`src/rtl/ctrl_pipe_regs_pkg.sv`:
```
// Shared control-bundle types, field indices and bubble values for the
// ID/EX, EX/MEM and MEM/WB control pipeline registers.
package ctrl_pipe_pkg;

    typedef logic [1:0] wb_ctrl_t;
    typedef logic [3:0] m_ctrl_t;
    typedef logic [6:0] ex_ctrl_t;

    localparam int WB_REGWRITE = 1;
    localparam int WB_MEMTOREG = 0;
    localparam int M_BNE       = 3;
    localparam int M_BEQ       = 2;
    localparam int M_MEMREAD   = 1;
    localparam int M_MEMWRITE  = 0;
    localparam int EX_REGDST   = 6;
    localparam int EX_ALUSRC   = 5;

    localparam logic [4:0] ALUOP_NOP = 5'b11111;
    localparam int         CNT_W     = 16;

    localparam wb_ctrl_t WB_BUBBLE = 2'b00;
    localparam m_ctrl_t  M_BUBBLE  = 4'b0000;
    localparam ex_ctrl_t EX_BUBBLE = {1'b0, 1'b0, ALUOP_NOP};

    // Saturating increment: holds at all-ones instead of wrapping.
    function automatic logic [CNT_W-1:0] sat_inc(input logic [CNT_W-1:0] val);
        if (val == {CNT_W{1'b1}}) begin
            return val;
        end else begin
            return val + {{(CNT_W-1){1'b0}}, 1'b1};
        end
    endfunction

endpackage

```
`src/rtl/ctrl_pipe_regs_stage_reg.sv`:
```
// Width-parameterized pipeline stage register; rst or kill loads the
// bubble value synchronously.
module ctrl_stage_reg #(
    parameter int           W      = 1,
    parameter logic [W-1:0] BUBBLE = {W{1'b0}}
) (
    input  logic         clk,
    input  logic         rst,
    input  logic         kill,
    input  logic [W-1:0] d,
    output logic [W-1:0] q
);

    // Stage register with synchronous bubble insertion.
    always_ff @(posedge clk) begin
        if (rst || kill) begin
            q <= BUBBLE;
        end else begin
            q <= d;
        end
    end

endmodule

```
`src/rtl/ctrl_pipe_regs.sv`:
```
// Control pipeline registers ID/EX -> EX/MEM -> MEM/WB with branch resolution
// in MEM. Optional performance counters enabled by macro CTRL_PIPE_PERF_EN.
module ctrl_pipe_regs
    import ctrl_pipe_pkg::*;
(
    input  logic       clk,
    input  logic       rst,
    input  logic       id_valid,
    input  logic [1:0] id_wb,
    input  logic [3:0] id_m,
    input  logic [6:0] id_ex,
    input  logic       stall,
    input  logic       alu_zero,
    output logic       ex_reg_dst,
    output logic       ex_alu_src,
    output logic [4:0] ex_alu_op,
    output logic       mem_mem_read,
    output logic       mem_mem_write,
    output logic       branch_taken,
    output logic       wb_reg_write,
    output logic       wb_mem_to_reg
`ifdef CTRL_PIPE_PERF_EN
    ,
    output logic [CNT_W-1:0] bubble_cnt,
    output logic [CNT_W-1:0] taken_cnt
`endif
);

    localparam int IDEX_W  = 13;
    localparam int EXMEM_W = 7;

    logic [IDEX_W-1:0]  idex_d_s;
    logic [IDEX_W-1:0]  idex_q_r;
    logic               idex_kill_s;
    logic [EXMEM_W-1:0] exmem_d_s;
    logic [EXMEM_W-1:0] exmem_q_r;
    logic [1:0]         memwb_q_r;

    wb_ctrl_t idex_wb_s;
    m_ctrl_t  idex_m_s;
    ex_ctrl_t idex_ex_s;
    wb_ctrl_t exmem_wb_s;
    m_ctrl_t  exmem_m_s;
    logic     zero_q_s;
    logic     taken_s;

    assign idex_d_s    = {id_wb, id_m, id_ex};
    assign idex_kill_s = taken_s | stall | ~id_valid;
    assign idex_wb_s   = idex_q_r[12:11];
    assign idex_m_s    = idex_q_r[10:7];
    assign idex_ex_s   = idex_q_r[6:0];

    // The EX field stops here; only WB/M and the zero flag travel on.
    assign exmem_d_s  = {idex_wb_s, idex_m_s, alu_zero};
    assign exmem_wb_s = exmem_q_r[6:5];
    assign exmem_m_s  = exmem_q_r[4:1];
    assign zero_q_s   = exmem_q_r[0];

    assign taken_s = (exmem_m_s[M_BEQ] & zero_q_s) | (exmem_m_s[M_BNE] & ~zero_q_s);

    ctrl_stage_reg #(
        .W      (IDEX_W),
        .BUBBLE ({WB_BUBBLE, M_BUBBLE, EX_BUBBLE})
    ) u_idex (
        .clk  (clk),
        .rst  (rst),
        .kill (idex_kill_s),
        .d    (idex_d_s),
        .q    (idex_q_r)
    );

    ctrl_stage_reg #(
        .W      (EXMEM_W),
        .BUBBLE ({WB_BUBBLE, M_BUBBLE, 1'b0})
    ) u_exmem (
        .clk  (clk),
        .rst  (rst),
        .kill (taken_s),
        .d    (exmem_d_s),
        .q    (exmem_q_r)
    );

    // MEM/WB is never flushed so older instructions still retire.
    ctrl_stage_reg #(
        .W      (2),
        .BUBBLE (WB_BUBBLE)
    ) u_memwb (
        .clk  (clk),
        .rst  (rst),
        .kill (1'b0),
        .d    (exmem_wb_s),
        .q    (memwb_q_r)
    );

    assign ex_reg_dst    = idex_ex_s[EX_REGDST];
    assign ex_alu_src    = idex_ex_s[EX_ALUSRC];
    assign ex_alu_op     = idex_ex_s[4:0];
    assign mem_mem_read  = exmem_m_s[M_MEMREAD];
    assign mem_mem_write = exmem_m_s[M_MEMWRITE];
    assign branch_taken  = taken_s;
    assign wb_reg_write  = memwb_q_r[WB_REGWRITE];
    assign wb_mem_to_reg = memwb_q_r[WB_MEMTOREG];

`ifdef CTRL_PIPE_PERF_EN
    logic [CNT_W-1:0] bubble_cnt_r;
    logic [CNT_W-1:0] taken_cnt_r;

    // Saturating counters of hazard bubbles and taken branches.
    always_ff @(posedge clk) begin
        if (rst) begin
            bubble_cnt_r <= {CNT_W{1'b0}};
            taken_cnt_r  <= {CNT_W{1'b0}};
        end else begin
            if (stall || taken_s) begin
                bubble_cnt_r <= sat_inc(bubble_cnt_r);
            end else begin
                bubble_cnt_r <= bubble_cnt_r;
            end
            if (taken_s) begin
                taken_cnt_r <= sat_inc(taken_cnt_r);
            end else begin
                taken_cnt_r <= taken_cnt_r;
            end
        end
    end

    assign bubble_cnt = bubble_cnt_r;
    assign taken_cnt  = taken_cnt_r;
`else
`endif

endmodule

```
`config.mk`:
```
export PLATFORM = sky130hd
export DESIGN_NAME = ctrl_pipe_regs
export DESIGN_NICKNAME = d
export VERILOG_FILES = /design/src/rtl/ctrl_pipe_regs_pkg.sv /design/src/rtl/ctrl_pipe_regs_stage_reg.sv /design/src/rtl/ctrl_pipe_regs.sv
export SDC_FILE = /design/constraint.sdc
export NUM_CORES = 1
export LEC_CHECK = 0
export CAP_MARGIN = 20
export CORE_MARGIN = 2
export CORE_UTILIZATION = 40
export CTS_CLUSTER_DIAMETER = 100
export DETAILED_ROUTE_END_ITERATION = 12
export PLACE_DENSITY = 0.86
export SETUP_SLACK_MARGIN = 0.4
export SLEW_MARGIN = 20
export SYNTH_ARGS = -nofsm -noshare
export SYNTH_HDL_FRONTEND = slang
export SYNTH_SLANG_ARGS = --single-unit
```
`constraint.sdc`:
```
create_clock -name clk -period 1.9 [get_ports clk]
set_input_delay 0.57 -clock clk [delete_from_list [all_inputs] [get_ports clk]]
set_output_delay 0.57 -clock clk [all_outputs]
set_load 0.1 [all_outputs]
```
Word level (Yosys, flattened, before mapping)
Index checks and enable logic that the tools add are counted.

Register bits: 22. Input port bits: 18. Output and inout port bits: 12. Logic and storage cells: 12.

Bitwise operators: 7. Reduce and logical (&&, ||, !) cells: 2.

Operator list (number): 1-bit OR (3); 1-bit AND (2); 1-bit logical OR (2); 1-bit inverter (2).

Depth between registers and ports, before layout
Gate-level depths: netlist of the first run.

Word-level depth: 6. Gate-level depth with buffers: 4. Gate-level depth less buffers: 2.

Modules after synthesis
Synthesis of the first run repeated with hierarchy kept, for this count alone.

Cell total of the unflattened synthesis: 49. Area, all modules: 646.9 µm².

Modules (own cells, without submodules): ctrl_stage_reg at u_idex (times used 1, cells an instance 28, area an instance 371.6 µm², sequential area each 260.2 µm²); ctrl_stage_reg at u_exmem (times used 1, cells an instance 14, area an instance 192.7 µm², sequential area each 140.1 µm²); ctrl_stage_reg at u_memwb (times used 1, cells an instance 4, area an instance 55.1 µm², sequential area each 40.0 µm²); ctrl_pipe_regs (times used 1, cells an instance 3, area an instance 27.5 µm², sequential area each 0.0 µm²).

Least setup slack after synthesis of the first run
OpenSTA, ideal clock, no wires.

Kind: flip-flop to output port. Start: register u_exmem.q[0]. End: output port branch_taken. Arrival: 1.093 ns. Required time: 1.330 ns. Path slack: 0.237 ns. Cell stages (with the launch flop): 4. Path buffers: 2. Cells stage by stage: dfxtp_1 mux2_4 buf_6 buf_2.

Longest elaborated chain between the ends: 3. Elaborated cells between the ends (all ways): 4. Those cells by class: bitwise (4).

RTL lines: start, declared (RTL line ctrl_pipe_regs_stage_reg.sv:11) `output logic [W-1:0] q`; start signal, assigned (RTL line ctrl_pipe_regs_stage_reg.sv:17) `q <= BUBBLE;`; start signal, assigned (RTL line ctrl_pipe_regs_stage_reg.sv:19) `q <= d;`; 1-bit inverter (RTL line ctrl_pipe_regs.sv:59) `assign taken_s = (exmem_m_s[M_BEQ] & zero_q_s) | (exmem_m_s[M_BNE] & ~zero_q_s);`; 1-bit AND (RTL line ctrl_pipe_regs.sv:59); 1-bit OR * (RTL line ctrl_pipe_regs.sv:59); end, declared (RTL line ctrl_pipe_regs.sv:19) `output logic branch_taken,`.

Mark *: on every way between the ends. The rest lies on a longest branch, timed or not.

Final worst setup path of the first run
Same ends and word-level chain as after synthesis.

==> results by group, run 1 <==
Layout
  – Area Growth Syn to Fin: 63.4%
  – Share of cells above drive strength 1: 0.304
  – Most common cell after layout, fill and taps aside: dfxtp_1
  – Most frequent cells in the layout: dfxtp_1 (21), clkdlybuf4s50_1 (16), buf_12 (12), inv_1 (8)
  – Fin area: 1180 um2
  – Filler Cell Count: 122
  – Fin util: 0.689
  – Final #Nets: 112
  – Diode count: 0

Synth
  – Mean Syn Cell Area: 11.3 um2
  – Post-Syn Area: 721 um2
  – Yosys Warn Count: 0
  – Gate count of the mapped netlist: 64
  – Synthesized flop and latch total: 22
  – Mapped Nets: 82
  – Leading area contributor after synthesis: dfxtp_1
  – Sequential area share after synthesis: 0.611
  – Synth top area cells: dfxtp_1 (61%), nor3b_1 (7.3%), nor4_1 (6.9%), buf_4 (5.2%), or4_4 (4.7%)
  – Top cell type's share of synthesized area: 0.611
  – Number of distinct library cells after synthesis: 14

Detailed routing
  – DR iter-0 viols: 8
  – Avg WL per Cell: 12.1 um
  – Final wirelength: 1420 um
  – # DRC: 0
  – Antenna-violating nets left: 0
  – Vias per cell: 4.50
  – Via count: 527
  – Drt pass-1 iters: 2

Global routing
  – Global-route wire length before repair: 2260 um
  – Grt total ovfl: 0
  – Vias in the first global route: 534
  – Largest net degree at the start of global routing: 12
  – Initial antenna violation count: 0
  – GRT Overall Usage: 0.156

Placement
  – Post-DP HPWL: 1050 um
  – Global placement routability congestion: 0.721
  – Dpl cell area: 1120 um2
  – Port buffer count: 29

STA
  – Worst Tran Pin Value: 0.282 ns
  – RSZ-0062 raised after global routing: yes
  – Max Fclk: 584 MHz
  – Count of final setup violators: 0
  – Final count of pins violating max slew: 0
  – Final Critical Period: 1.71 ns
  – Clk_skew: 0.00644 ns
  – Final Hold Fails: 0
  – Crit share post-route: 0.902
  – Setup TNS: 0 ns
  – Slew headroom: 0.812

Clocking
  – TritonCTS clock tree: yes
  – CTS clk-pin slew, worst paths: 0.12 ns
  – TritonCTS Sinks: 22
  – Max clock buf depth: 2
  – H-Tree Level Count: 1
  – CTS root buf: clkbuf_4
  – Worst-Skew Late Latency: 0.29 ns
  – Cts hold-fix bufs: 0
  – CTS Buf Count: 3

Worst setup path
  – R2R depth: 3
  – Crit end category: output pin
  – Worst EP arrival: 1.14 ns
  – WP data required: 1.33 ns
  – CP max FO: 2
  – WS Path Type: reg -> out
  – Startpoint types: flip-flop

Die
  – IO Pins: 30
  – Core ar.: 1710 um2
  – Die Y: 46.4 um
  – FP Rows: 15
  – Initial Utilization: 0.422
  – DIE AREA: 2160 um2
  – Die width: 46.4 um

Power
  – Leakage: 0.484 nW
  – Cell Pwr Density: 690 nW/um2
  – Max VDD drop: 0.643 mV
  – Pwr Total: 0.000812 W

Min path
  – Worst Hold Class: reg -> reg
  – Hold Path Cell Cnt: 1

Job
  – Max-capacitance violation count: 0

Outcome
  – Status: complete, no violations
## per-layer routing
metal	wire (um)	up-vias	track usage
met5	0	-	0
met2	711	22	0.278
li1	-	267	-
met4	31	0	0.0971
met1	564	236	0.152
met3	112	2	0.0510
## sequential cells by signal (all words and copies together), names as in the netlist
name,flops
u_exmem.q,7
u_memwb.q,2
u_idex.q,13
## area by class of cell
class,instances,area [um2],share of cell area
Multi-Input combinational cell,25,205,0.174
Inverter,8,30.0,0.0255
Timing Repair Buffer,34,447,0.379
Sequential cell,22,442,0.375
Tap cell,25,31.3,0.0266
Clock buffer,3,22.5,0.0191
## synthesized netlist by cell type, drive strengths merged
cell type   n
buf         8
clkbuf      2
dfxtp      22
inv         8
mux2        1
nand2b      1
nor2b       2
nor3b       7
nor4        8
or4         5
## kinds of logic after synthesis
kind of cell | share of synthesized area
flops | 0.611
simple gates | 0.236
mux | 0.0208
buf+inv | 0.132
## worst paths after layout
| kind | end | slack [ns] | start |
|---|---|---|---|
| max | branch_taken | 0.19 | u_exmem.q[0] |
| min | u_memwb.q[0] | 0.46 | u_exmem.q[5] |
| max reg2reg | u_idex.q[3] | 0.46 | u_exmem.q[0] |
| min reg2reg | u_memwb.q[0] | 0.46 | u_exmem.q[5] |
## critical path, cell delays in order, from the launching register on
cell     delay (ns)
dfxtp_2        0.36
mux2_4         0.33
buf_12         0.17
## metrics by stage
step                cells  setup WS, ns  hold WS [ns]
global placement      111         0.130         0.429
finish                117         0.187         0.458
detailed placement    111        0.0807         0.431
global route          117         0.145         0.469
CTS                   117         0.190         0.457
floorplan              64         0.410         0.414
## repair_timing
action / CTS / global route
endpoints found under the setup margin: 2 / 3
gates cloned: 1 / 0
gates resized for setup: 2 / 2
buffers inserted: 2 / 0
## where the power goes
part / switching, W / internal (W)
Clock: 0.000126 / 0.0000736
Sequential: 0.00000622 / 0.000473
Combinational: 0.0000668 / 0.0000667
Total: 0.000199 / 0.000613
Power figures use the tool's default switching activity.
==> inputs of run 2 (changes only) <==
--- a/config.mk
+++ b/config.mk
@@ -5,7 +5,7 @@
 export SDC_FILE = /design/constraint.sdc
 export NUM_CORES = 1
 export LEC_CHECK = 0
-export CAP_MARGIN = 20
+export CAP_MARGIN = 5
 export CORE_MARGIN = 2
 export CORE_UTILIZATION = 40
 export CTS_CLUSTER_DIAMETER = 100
==> results of run 2 <==
Same layout as run 1: the final DEF is identical, and so are final timing and power.
==> inputs of run 3 (changes only) <==
--- a/config.mk
+++ b/config.mk
@@ -10,7 +10,8 @@
 export CORE_UTILIZATION = 40
 export CTS_CLUSTER_DIAMETER = 100
 export DETAILED_ROUTE_END_ITERATION = 12
-export PLACE_DENSITY = 0.86
+export GPL_TIMING_DRIVEN = 0
+export PLACE_DENSITY = 0.79
 export SETUP_SLACK_MARGIN = 0.4
 export SLEW_MARGIN = 20
 export SYNTH_ARGS = -nofsm -noshare
==> run 3 against run 2 <==
  * The run now ends with setup timing left
  * Critical path depth increased by 2
  * Sequential power about the same
  * Via count grew 9.7%
  * Non-clock buffer count grew 10
  * Clock power up 2%
  * First-iteration DRC count is the same
  * Fmax decreased by 11%
  * Die area is the same
==> results by group, run 3 (synthesis results as in run 1) <==
Detailed routing
  – Via count: 578 (was 527)
  – Vias per cell: 4.59 (was 4.50)
  – Antenna-violating nets left: 0 (unchanged)
  – # DRC: 0 (unchanged)
  – DR iter-0 viols: 8 (unchanged)
  – Avg WL per Cell: 12.1 um (about the same)
  – Drt pass-1 iters: 4 (was 2)
  – Final wirelength: 1520 um (was 1420 um)

Min path
  – Hold Startpoint: u_exmem.q[5] (unchanged)
  – Worst Hold Class: reg -> reg (unchanged)
  – Hold path endpoint: u_memwb.q[0] (unchanged)
  – Hold Path Cell Cnt: 1 (unchanged)

STA
  – Final Critical Period: 1.92 ns (was 1.71 ns)
  – Crit share post-route: 1.01 (was 0.902)
  – Clk_skew: 0.00594 ns (was 0.00644 ns)
  – Count of final setup violators: 1 (was 0)
  – Setup TNS: -0.0176 ns (was 0 ns)
  – RSZ-0062 raised after global routing: yes (unchanged)
  – Final count of pins violating max slew: 0 (unchanged)
  – Final worst slack: -0.0176 ns (was 0.187 ns)
  – Slew headroom: 0.842 (was 0.812)
  – Worst Tran Pin Value: 0.237 ns (was 0.282 ns)
  – Hold Slack: 0.463 ns (was 0.458 ns)
  – Final Hold Fails: 0 (unchanged)
  – Max Fclk: 521 MHz (was 584 MHz)

Worst setup path
  – WS Path Type: reg -> out (unchanged)
  – FF-to-FF setup slack: 0.30 ns (was 0.46 ns)
  – Crit end category: output pin (unchanged)
  – R2R depth: 5 (was 3)
  – Reg2reg end: u_idex.q[2] (was u_idex.q[3])
  – Worst EP arrival: 1.35 ns (was 1.14 ns)
  – Startpoint types: flip-flop (unchanged)
  – WP data required: 1.33 ns (about the same)
  – CP max FO: 2 (unchanged)
  – R2R Path Start: u_exmem.q[0] (unchanged)

Die
  – DIE AREA: 2160 um2 (unchanged)
  – IO Pins: 30 (unchanged)
  – Die Y: 46.4 um (unchanged)
  – Die width: 46.4 um (unchanged)
  – Core ar.: 1710 um2 (unchanged)
  – FP Rows: 15 (unchanged)
  – Initial Utilization: 0.422 (unchanged)

Clocking
  – Max clock buf depth: 2 (unchanged)
  – H-Tree Level Count: 1 (unchanged)
  – CTS Buf Count: 3 (unchanged)
  – Cts hold-fix bufs: 0 (unchanged)
  – CTS root buf: clkbuf_4 (unchanged)
  – Worst-Skew Late Latency: 0.30 ns (was 0.29 ns)
  – TritonCTS Sinks: 22 (unchanged)
  – TritonCTS clock tree: yes (unchanged)
  – CTS clk-pin slew, worst paths: 0.11 ns (was 0.12 ns)

Layout
  – Most common cell after layout, fill and taps aside: dfxtp_1 (unchanged)
  – Area Growth Syn to Fin: 75.7% (was 63.4%)
  – Final #Nets: 121 (was 112)
  – Share of cells above drive strength 1: 0.426 (was 0.304)
  – Most frequent cells in the layout: dfxtp_1 (16), clkdlybuf4s50_1 (15), buf_6 (11), inv_1 (8), nor3b_1 (7) (was dfxtp_1 (21), clkdlybuf4s50_1 (16), buf_12 (12), inv_1 (8))
  – Diode count: 0 (unchanged)
  – Max reg flops: 13 (unchanged)
  – Largest regs: u_idex.q: 13 flops, u_exmem.q: 7 flops, u_memwb.q: 2 flops (unchanged)
  – Top reg by flops: u_idex.q (unchanged)

Placement
  – Port buffer count: 29 (unchanged)
  – Global placement routability congestion: 0.684 (was 0.721)
  – Post-DP HPWL: 928 um (was 1050 um)

Global routing
  – Largest net degree at the start of global routing: 12 (unchanged)
  – Vias in the first global route: 484 (was 534)
  – Initial antenna violation count: 0 (unchanged)
  – Grt total ovfl: 0 (unchanged)
  – Global-route wire length before repair: 2040 um (was 2260 um)
  – GRT Overall Usage: 0.148 (was 0.156)

Job
  – Max-capacitance violation count: 0 (unchanged)

Outcome
  – Failing checks: setup timing
  – Status: complete, but fails checks (was complete, no violations)

Power
  – Cell Pwr Density: 655 nW/um2 (was 690 nW/um2)
  – Leakage: 0.539 nW (was 0.484 nW)
  – Max VDD drop: 0.494 mV (was 0.643 mV)
  – Pwr Total: 0.000829 W (was 0.000812 W)
==> run 3: cell types whose count changed in the layout (fill, tap and decap cells not counted), moves of 4 or more <==
cell / before / now
dfxtp_1: 21 / 16
buf_8: 0 / 4
dfxtp_2: 1 / 6
buf_12: 12 / 6
buf_6: 0 / 11
==> run 3: area by class of cell <==
cell class	count	area [um2]
plain buffers	10	120
repair buffers	34	400
multi-input cells	24	214
clock buffers	3	22.5
flip-flops and latches	22	448
inverters	8	30.0
well taps	25	31.3
fillers	113	442
==> run 3: where the power goes <==
group	switching [W]	internal (W)	total (W)
Clock	0.000131	0.0000739	0.000205
Combinational	0.0000739	0.0000734	0.000147
Sequential	0.00000375	0.000473	0.000477
Total	0.000209	0.000620	0.000829
==> run 3: per-stage QoR <==
step	cells	setup slack, ns	cell area, um2	util
5_1_grt	126	-0.0547	1270	0.741
6_report	126	-0.0176	1270	0.741
3_5_place_dp	118	-0.569	1050	0.616
4_1_cts	124	-0.0127	1150	0.675
3_3_place_gp	118	-0.557	1050	0.616
2_1_floorplan	64	0.410	731	-
==> run 3: worst max path at each step <==
stage,start,end,slack [ns],depth (start not counted)
after global routing,u_exmem.q[0],branch_taken,-0.05,4
after global placement,u_exmem.q[0],branch_taken,-0.56,4
after CTS,u_exmem.q[0],branch_taken,-0.01,4
final,u_exmem.q[0],branch_taken,-0.02,4
after detailed placement,u_exmem.q[0],branch_taken,-0.57,4
after floorplan,u_exmem.q[0],branch_taken,0.41,3
==> run 3: what timing repair did <==
action / 4_1_cts / 5_1_grt
setup buffers: 3 / 2
gates cloned: 0 / 0
pin swaps: 0 / 2
endpoints found under the setup margin: 24 / 15
gates resized for setup: 98 / 26
==> run 3: routing by layer <==
metal	vias to the layer above	track usage	routed length [um]
met3	4	0.0471	108
met2	28	0.247	801
met1	260	0.145	580
li1	286	-	-
met4	0	0.126	32
met5	-	0	0
==> run 3: worst max-delay path, stage by stage (launching register included) <==
cell	delay [ns]
dfxtp_2	0.35
mux2_4	0.31
buf_8	0.13
buf_8	0.11
buf_12	0.15
